--- config.mk ---
export PLATFORM = sky130hd
export DESIGN_NAME = controller_sequencer_flat
export DESIGN_NICKNAME = d
export VERILOG_FILES = /design/src/rtl/controller_sequencer_if.sv /design/src/rtl/controller_sequencer.sv /design/src/flat_wrapper.sv
export SDC_FILE = /design/constraint.sdc
export NUM_CORES = 1
export LEC_CHECK = 0
export ABC_AREA = 1
export BUFFER_PORTS_ARGS = -buffer_cell sky130_fd_sc_hd__buf_2
export CAP_MARGIN = 20
export CORE_AREA = 2 2 39 41
export CTS_CLUSTER_DIAMETER = 150
export DETAILED_ROUTE_END_ITERATION = 8
export DIE_AREA = 0 0 41 43
export PLACE_DENSITY_LB_ADDON = 0.05
export SYNTH_ARGS = -nofsm -noshare
export SYNTH_HDL_FRONTEND = slang
export SYNTH_SLANG_ARGS = --single-unit
--- constraint.sdc ---
create_clock -name clk -period 1.6 [get_ports clk]
set_input_delay 0.32 -clock clk [delete_from_list [all_inputs] [get_ports clk]]
set_output_delay 0.32 -clock clk [all_outputs]
set_load 0.1 [all_outputs]
--- src/rtl/controller_sequencer_if.sv ---
`default_nettype none
// ============================================================================
// Module   : controller_sequencer_if
// Brief    : Opcode in / ring state, 12-bit control word and halt out.
// Revision : 1.0 - initial release
// ============================================================================
interface controller_sequencer_if #(
    parameter int OPCODE_WIDTH = 4
);
    logic [OPCODE_WIDTH-1:0] opcode;
    logic [5:0]              state;
    logic Cp, Ep, Lm, CE, Li, Ei, La, Ea, Su, Eu, Lb, Lo;
    logic halt;

    modport master (
        input  opcode,
        output state, Cp, Ep, Lm, CE, Li, Ei, La, Ea, Su, Eu, Lb, Lo, halt
    );

    modport slave (
        output opcode,
        input  state, Cp, Ep, Lm, CE, Li, Ei, La, Ea, Su, Eu, Lb, Lo, halt
    );
endinterface
`default_nettype wire

--- src/rtl/controller_sequencer.sv ---
`default_nettype none
// ============================================================================
// Module   : controller_sequencer
// Brief    : SAP-1 six-state ring counter and opcode decoder; optional early
//            ring return enabled by CTRL_SKIP_NOP_EN.
// Revision : 1.0 - initial release
// ============================================================================
module controller_sequencer #(
    parameter int OPCODE_WIDTH = 4
) (
    input  wire logic              clk,
    input  wire logic              clear,
    controller_sequencer_if.master bus
);

    typedef enum logic [5:0] {
        T1 = 6'b000001,
        T2 = 6'b000010,
        T3 = 6'b000100,
        T4 = 6'b001000,
        T5 = 6'b010000,
        T6 = 6'b100000
    } state_t;

    localparam logic [OPCODE_WIDTH-1:0] C_OP_LDA = OPCODE_WIDTH'(4'b0000);
    localparam logic [OPCODE_WIDTH-1:0] C_OP_ADD = OPCODE_WIDTH'(4'b0001);
    localparam logic [OPCODE_WIDTH-1:0] C_OP_SUB = OPCODE_WIDTH'(4'b0010);
    localparam logic [OPCODE_WIDTH-1:0] C_OP_OUT = OPCODE_WIDTH'(4'b1110);
    localparam logic [OPCODE_WIDTH-1:0] C_OP_HLT = OPCODE_WIDTH'(4'b1111);

    state_t r_state;
    logic   r_halt;

    logic w_is_lda, w_is_add, w_is_sub, w_is_out, w_is_hlt;
    logic w_skip_t4, w_skip_t5;

    assign w_is_lda = (bus.opcode == C_OP_LDA);
    assign w_is_add = (bus.opcode == C_OP_ADD);
    assign w_is_sub = (bus.opcode == C_OP_SUB);
    assign w_is_out = (bus.opcode == C_OP_OUT);
    assign w_is_hlt = (bus.opcode == C_OP_HLT);

`ifdef CTRL_SKIP_NOP_EN
    logic w_is_nop;
    assign w_is_nop  = ~(w_is_lda | w_is_add | w_is_sub | w_is_out | w_is_hlt);
    assign w_skip_t4 = w_is_out | w_is_nop;
    assign w_skip_t5 = w_is_lda;
`else
    assign w_skip_t4 = 1'b0;
    assign w_skip_t5 = 1'b0;
`endif

    // Ring advances on the falling edge so the word is settled for the
    // following high phase, where the datapath loads on the rising edge.
    always_ff @(negedge clk or posedge clear) begin
        if (clear) begin
            r_state <= T1;
            r_halt  <= 1'b0;
        end else if (!r_halt) begin
            case (r_state)
                T1: r_state <= T2;
                T2: r_state <= T3;
                T3: r_state <= T4;
                T4: begin
                    if (w_is_hlt)       r_halt  <= 1'b1;
                    else if (w_skip_t4) r_state <= T1;
                    else                r_state <= T5;
                end
                T5:      r_state <= w_skip_t5 ? T1 : T6;
                default: r_state <= T1;
            endcase
        end
    end

    logic w_cp, w_ep, w_lm, w_ce, w_li, w_ei, w_la, w_ea, w_su, w_eu, w_lb, w_lo;

    always_comb begin
        {w_cp, w_ep, w_lm, w_ce, w_li, w_ei, w_la, w_ea, w_su, w_eu, w_lb, w_lo} = 12'b0;
        case (r_state)
            T1: begin w_ep = 1'b1; w_lm = 1'b1; end
            T2: w_cp = 1'b1;
            T3: begin w_ce = 1'b1; w_li = 1'b1; end
            T4: begin
                if (!r_halt) begin
                    if (w_is_lda | w_is_add | w_is_sub) begin
                        w_lm = 1'b1;
                        w_ei = 1'b1;
                    end
                    if (w_is_out) begin
                        w_ea = 1'b1;
                        w_lo = 1'b1;
                    end
                end
            end
            T5: begin
                w_ce = w_is_lda | w_is_add | w_is_sub;
                w_la = w_is_lda;
                w_lb = w_is_add | w_is_sub;
            end
            T6: begin
                w_la = w_is_add | w_is_sub;
                w_eu = w_is_add | w_is_sub;
                w_su = w_is_sub;
            end
            default: ;
        endcase
    end

    assign bus.state = r_state;
    assign bus.Cp    = w_cp;
    assign bus.Ep    = w_ep;
    assign bus.Lm    = w_lm;
    assign bus.CE    = w_ce;
    assign bus.Li    = w_li;
    assign bus.Ei    = w_ei;
    assign bus.La    = w_la;
    assign bus.Ea    = w_ea;
    assign bus.Su    = w_su;
    assign bus.Eu    = w_eu;
    assign bus.Lb    = w_lb;
    assign bus.Lo    = w_lo;
    assign bus.halt  = ((r_state == T4) & w_is_hlt) | r_halt;

endmodule
`default_nettype wire

--- src/flat_wrapper.sv ---
// flat-port wrapper written by rule: the top's interface ports become plain ports
module controller_sequencer_flat 
#(
    parameter int OPCODE_WIDTH = 4
)
  (clk, clear, bus_opcode, bus_state, bus_Cp, bus_Ep, bus_Lm, bus_CE, bus_Li, bus_Ei, bus_La, bus_Ea, bus_Su, bus_Eu, bus_Lb, bus_Lo, bus_halt);
  controller_sequencer_if #(.OPCODE_WIDTH(OPCODE_WIDTH)) bus_i ();
  input  wire logic clk;
  input  wire logic clear;
  input wire logic [$bits(bus_i.opcode)-1:0] bus_opcode;
  output wire logic [$bits(bus_i.state)-1:0] bus_state;
  output wire logic [$bits(bus_i.Cp)-1:0] bus_Cp;
  output wire logic [$bits(bus_i.Ep)-1:0] bus_Ep;
  output wire logic [$bits(bus_i.Lm)-1:0] bus_Lm;
  output wire logic [$bits(bus_i.CE)-1:0] bus_CE;
  output wire logic [$bits(bus_i.Li)-1:0] bus_Li;
  output wire logic [$bits(bus_i.Ei)-1:0] bus_Ei;
  output wire logic [$bits(bus_i.La)-1:0] bus_La;
  output wire logic [$bits(bus_i.Ea)-1:0] bus_Ea;
  output wire logic [$bits(bus_i.Su)-1:0] bus_Su;
  output wire logic [$bits(bus_i.Eu)-1:0] bus_Eu;
  output wire logic [$bits(bus_i.Lb)-1:0] bus_Lb;
  output wire logic [$bits(bus_i.Lo)-1:0] bus_Lo;
  output wire logic [$bits(bus_i.halt)-1:0] bus_halt;
  assign bus_i.opcode = bus_opcode;
  assign bus_state = bus_i.state;
  assign bus_Cp = bus_i.Cp;
  assign bus_Ep = bus_i.Ep;
  assign bus_Lm = bus_i.Lm;
  assign bus_CE = bus_i.CE;
  assign bus_Li = bus_i.Li;
  assign bus_Ei = bus_i.Ei;
  assign bus_La = bus_i.La;
  assign bus_Ea = bus_i.Ea;
  assign bus_Su = bus_i.Su;
  assign bus_Eu = bus_i.Eu;
  assign bus_Lb = bus_i.Lb;
  assign bus_Lo = bus_i.Lo;
  assign bus_halt = bus_i.halt;
  controller_sequencer #(.OPCODE_WIDTH(OPCODE_WIDTH)) u_core (.clk(clk), .clear(clear), .bus(bus_i));
endmodule
==> results of run 1 <==
## logic make-up after synthesis
family / share of synthesized area
DFF: 0.3456
buffers and inverters: 0.1103
AOI/OAI and AO/OA: 0.02940
and+or+nand+nor: 0.5147
## metrics by stage
stage | cell area, um2 | worst slack [ns] | utilization | TNS (ns) | hold slack (ns)
floorplan | 633.1 | -2.076 | - | -27.19 | 0.5231
global placement | 1256 | -0.8797 | 0.9078 | -14.84 | 0.5379
detailed placement | 1256 | -0.8925 | 0.9078 | -15.66 | 0.5731
==> flow_summary.json, run 1 <==
{
  "outcome": "stopped before the end",
  "lastStage": "4_1_cts",
  "firstError": "[ERROR DPL-0038] Utilization greater than 100%, impossible to legalize",
  "io_pins": 25,
  "synth_edf_count": 0,
  "synth_largest_area_cell": "dfrtn_1",
  "root_buffer": "clkbuf_4",
  "portBuffers": 24,
  "start_util": 0.3689,
  "numCtsBuffers": 3,
  "dieWidth_um": 41,
  "fp-row-count": 14,
  "dieHeight_um": 43,
  "clkSinkCount": 7,
  "synth_seq_cells": 7,
  "post_cts_buffers": 8,
  "cts.repair.resized": 33,
  "synthFlopType": "dfrtn_1",
  "synth_cells": 80,
  "gp_congestion": 0.8179,
  "synth_seq_area_share": 0.3456,
  "yosysTopAreaCellShare": 0.2941,
  "synthesis.area_um2": 510.5,
  "synth_commonest_cells": "23 x nand2_1, 15 x nor2_1, 13 x inv_1",
  "syn-mean-instance-area_um2": 6.381,
  "cts-hold-fix-buffers": 0,
  "h-tree-depth": 1,
  "dp_cells": 148,
  "synth.most_common_cell": "nand2_1",
  "hpwlAfterDp_um": 1819,
  "yosys.cell_types.count": 15,
  "cts.path.max_buffers": 2,
  "synth_nets": 86,
  "async_flop_share": 1.000,
  "synth_area_leaders": "dfrtn_1 29%, nand2_1 17%, nor2_1 11%",
  "yosysWarnings": 0
}
==> inputs of run 2 (changes only) <==
Settings changed: CORE_AREA 2 2 39 41 to 2 2 63 65, CTS_CLUSTER_DIAMETER 150 to not set, DIE_AREA 0 0 41 43 to 0 0 65 67, PLACE_DENSITY_LB_ADDON 0.05 to 0.15.
==> flow_summary.json, run 2 <==
{
  "met2_usage": 0.1933,
  "synthesis.area_um2": 510.5,
  "fin_cells": 200,
  "numCtsBuffers": 3,
  "leakage_nw": 0.7797,
  "portBuffers": 24,
  "root_buffer": "clkbuf_8",
  "drc_errors": 0,
  "layout_common_cells": "30 x buf_4, 19 x buf_12, 17 x buf_6, 13 x nand2_1, 9 x nor2_4",
  "largest_reg_flops": 6,
  "dieWidth_um": 65,
  "synth_seq_cells": 7,
  "async_flop_share": 1.000,
  "synth_commonest_cells": "23 x nand2_1, 15 x nor2_1, 13 x inv_1",
  "p_per_area_mw_per_mm2": 295.5,
  "synth_edf_count": 0,
  "antenna_cells": 0,
  "cp.required_ns": 1.28,
  "grt_pass1_wl_um": 3567,
  "worst_slack_ns": -1.124,
  "fp-row-count": 22,
  "skew_ns": 0.04389,
  "failed_checks": "setup timing",
  "gp_congestion": 0.7246,
  "p_total_uw": 494.4,
  "vdd_ir_drop_max_mv": 0.6405,
  "setup-tns-final_ns": -17.64,
  "drv_cap": 0,
  "mostFrequentLayoutCell": "buf_4",
  "cts.path.max_buffers": 2,
  "yosysTopAreaCellShare": 0.2941,
  "synth.most_common_cell": "nand2_1",
  "start_util": 0.1416,
  "dp_cells": 181,
  "wl_per_cell_um": 10.25,
  "cp_max_fo": 4,
  "synth_area_leaders": "dfrtn_1 29%, nand2_1 17%, nor2_1 11%",
  "arrival_ns": 2.40,
  "slew_headroom": 0.8054,
  "dpl_worst_slack_ns": -0.8917,
  "finalSetupViolCount": 20,
  "overflow": 0,
  "yosysWarnings": 0,
  "slew_violations": 0,
  "dieHeight_um": 67,
  "path_common_cell": "nor2_4",
  "hold_viol": 0,
  "synth_seq_area_share": 0.3456,
  "hold-worst-slack_ns": 0.5289,
  "io_pins": 25,
  "drive_gt1_frac": 0.7632,
  "drt_wl_total_um": 2050,
  "syn-mean-instance-area_um2": 6.381,
  "yosys.cell_types.count": 15,
  "cp-end-kind": "output port",
  "synth_nets": 86,
  "postPlaceCellArea_mm2": 0.001304,
  "critPathKind": "reg2out",
  "critPathSlowestCell": "dfstp_4",
  "grtUsageMet1": 0.1260,
  "h-tree-depth": 1,
  "cts_tree": "yes",
  "slowest_delay_ns": 0.46,
  "outcome": "finished with violations",
  "grt_max_degree": 8,
  "met3_usage": 0.02703,
  "busiest_layer": "met2",
  "core_area_mm2": 0.003606,
  "first_iter_violations": 4,
  "hpwlAfterDp_um": 1630,
  "rsz0062_at_grt": "true",
  "synthFlopType": "dfrtn_1",
  "dr_total_vias": 756,
  "drt.antenna.violating_nets": 0,
  "grt_usage": 0.1068,
  "design_area_mm2": 0.001673,
  "dieArea_mm2": 0.004355,
  "drt-vias-per-instance": 3.780,
  "first_pass_iters": 2,
  "synth_cells": 80,
  "area_growth_pct": 227.7,
  "nets": 159,
  "synth_largest_area_cell": "dfrtn_1",
  "hold_path.class": "reg2reg",
  "crit_chain": "nor2_4 -> nand2_2 -> nor2_4 -> nand2_4 -> nor3_4 -> buf_12",
  "tightest_slew_ns": 0.2916,
  "insertion_delay_ns": 0.29,
  "path_clk_slew_ns": 0.03,
  "clkSinkCount": 7,
  "antenna_found_initial": 0,
  "final_util": 0.4639,
  "grt_pass1_vias": 782,
  "cts-hold-fix-buffers": 0,
  "worstSetupStartpointType": "flop"
}
run 2: cell counts after synthesis:
Identical to the previous run, type by type.
run 2: worst paths after layout:
| kind | from | endpoint | slack (ns) | depth (start not counted) |
|---|---|---|---|---|
| setup / recovery | u_core.bus.state[0]$_DFFE_NP1P_ | bus_Ea | -1.12 | 6 |
| hold / removal | u_core.r_halt$_DFF_NP0_ | u_core.bus.state[0]$_DFFE_NP1P_ | 0.53 | 3 |
| setup reg to reg | u_core.bus.state[0]$_DFFE_NP1P_ | u_core.bus.state[5]$_DFFE_NP0P_ | 0.03 | 8 |
| hold reg to reg | u_core.r_halt$_DFF_NP0_ | u_core.bus.state[0]$_DFFE_NP1P_ | 0.53 | 3 |
| max in group asynchronous | clear | u_core.bus.state[0]$_DFFE_NP1P_ | 0.55 | 2 |
| min in group asynchronous | clear | u_core.bus.state[1]$_DFFE_NP0P_ | 0.70 | 2 |
run 2: cell type report:
type,count,area [um2]
fill,335,1933
clock buffer,4,45.04
inverter,12,62.56
multi-input combinational,59,489.2
sequential,7,180.2
clock inverter,1,3.754
timing repair buffer,69,832.0
tap,48,60.06
run 2: cells by family (layout without fill, tap and decap cells):
logic type             Yosys count  after routing  share of synthesized area
buffers and inverters           14             86                     0.1103
AO/OA/AOI/OAI                    3              3                    0.02940
flip-flops                       7              7                     0.3456
AND/OR/NAND/NOR                 56             56                     0.5147
run 2: timing repair:
action	4_1_cts	5_1_grt
setup endpoints to repair	25	25
buffers inserted	12	9
pin swaps	14	6
hold endpoints to repair	0	0
gates resized for setup	36	20
run 2: metal layers:
| metal | wire, um | vias up |
|---|---|---|
| li1 | - | 387 |
| met1 | 799 | 362 |
| met2 | 1198 | 7 |
| met3 | 52 | 0 |
| met4 | 0 | 0 |
| met5 | 0 | - |
run 2: where the power goes:
group          switching, mW  internal (mW)  total [mW]
clock                 0.0811          0.176       0.257
sequential                 0          0.179       0.179
combinational         0.0277         0.0310      0.0588
run 2: critical path, delay by kind of cell (launching register included):
| kind | cells | cell delay, ns |
|---|---|---|
| buffers and inverters | 1 | 0.21 |
| DFF | 1 | 0.46 |
| and+or+nand+nor | 5 | 0.64 |
Power figures use the tool's default switching activity.
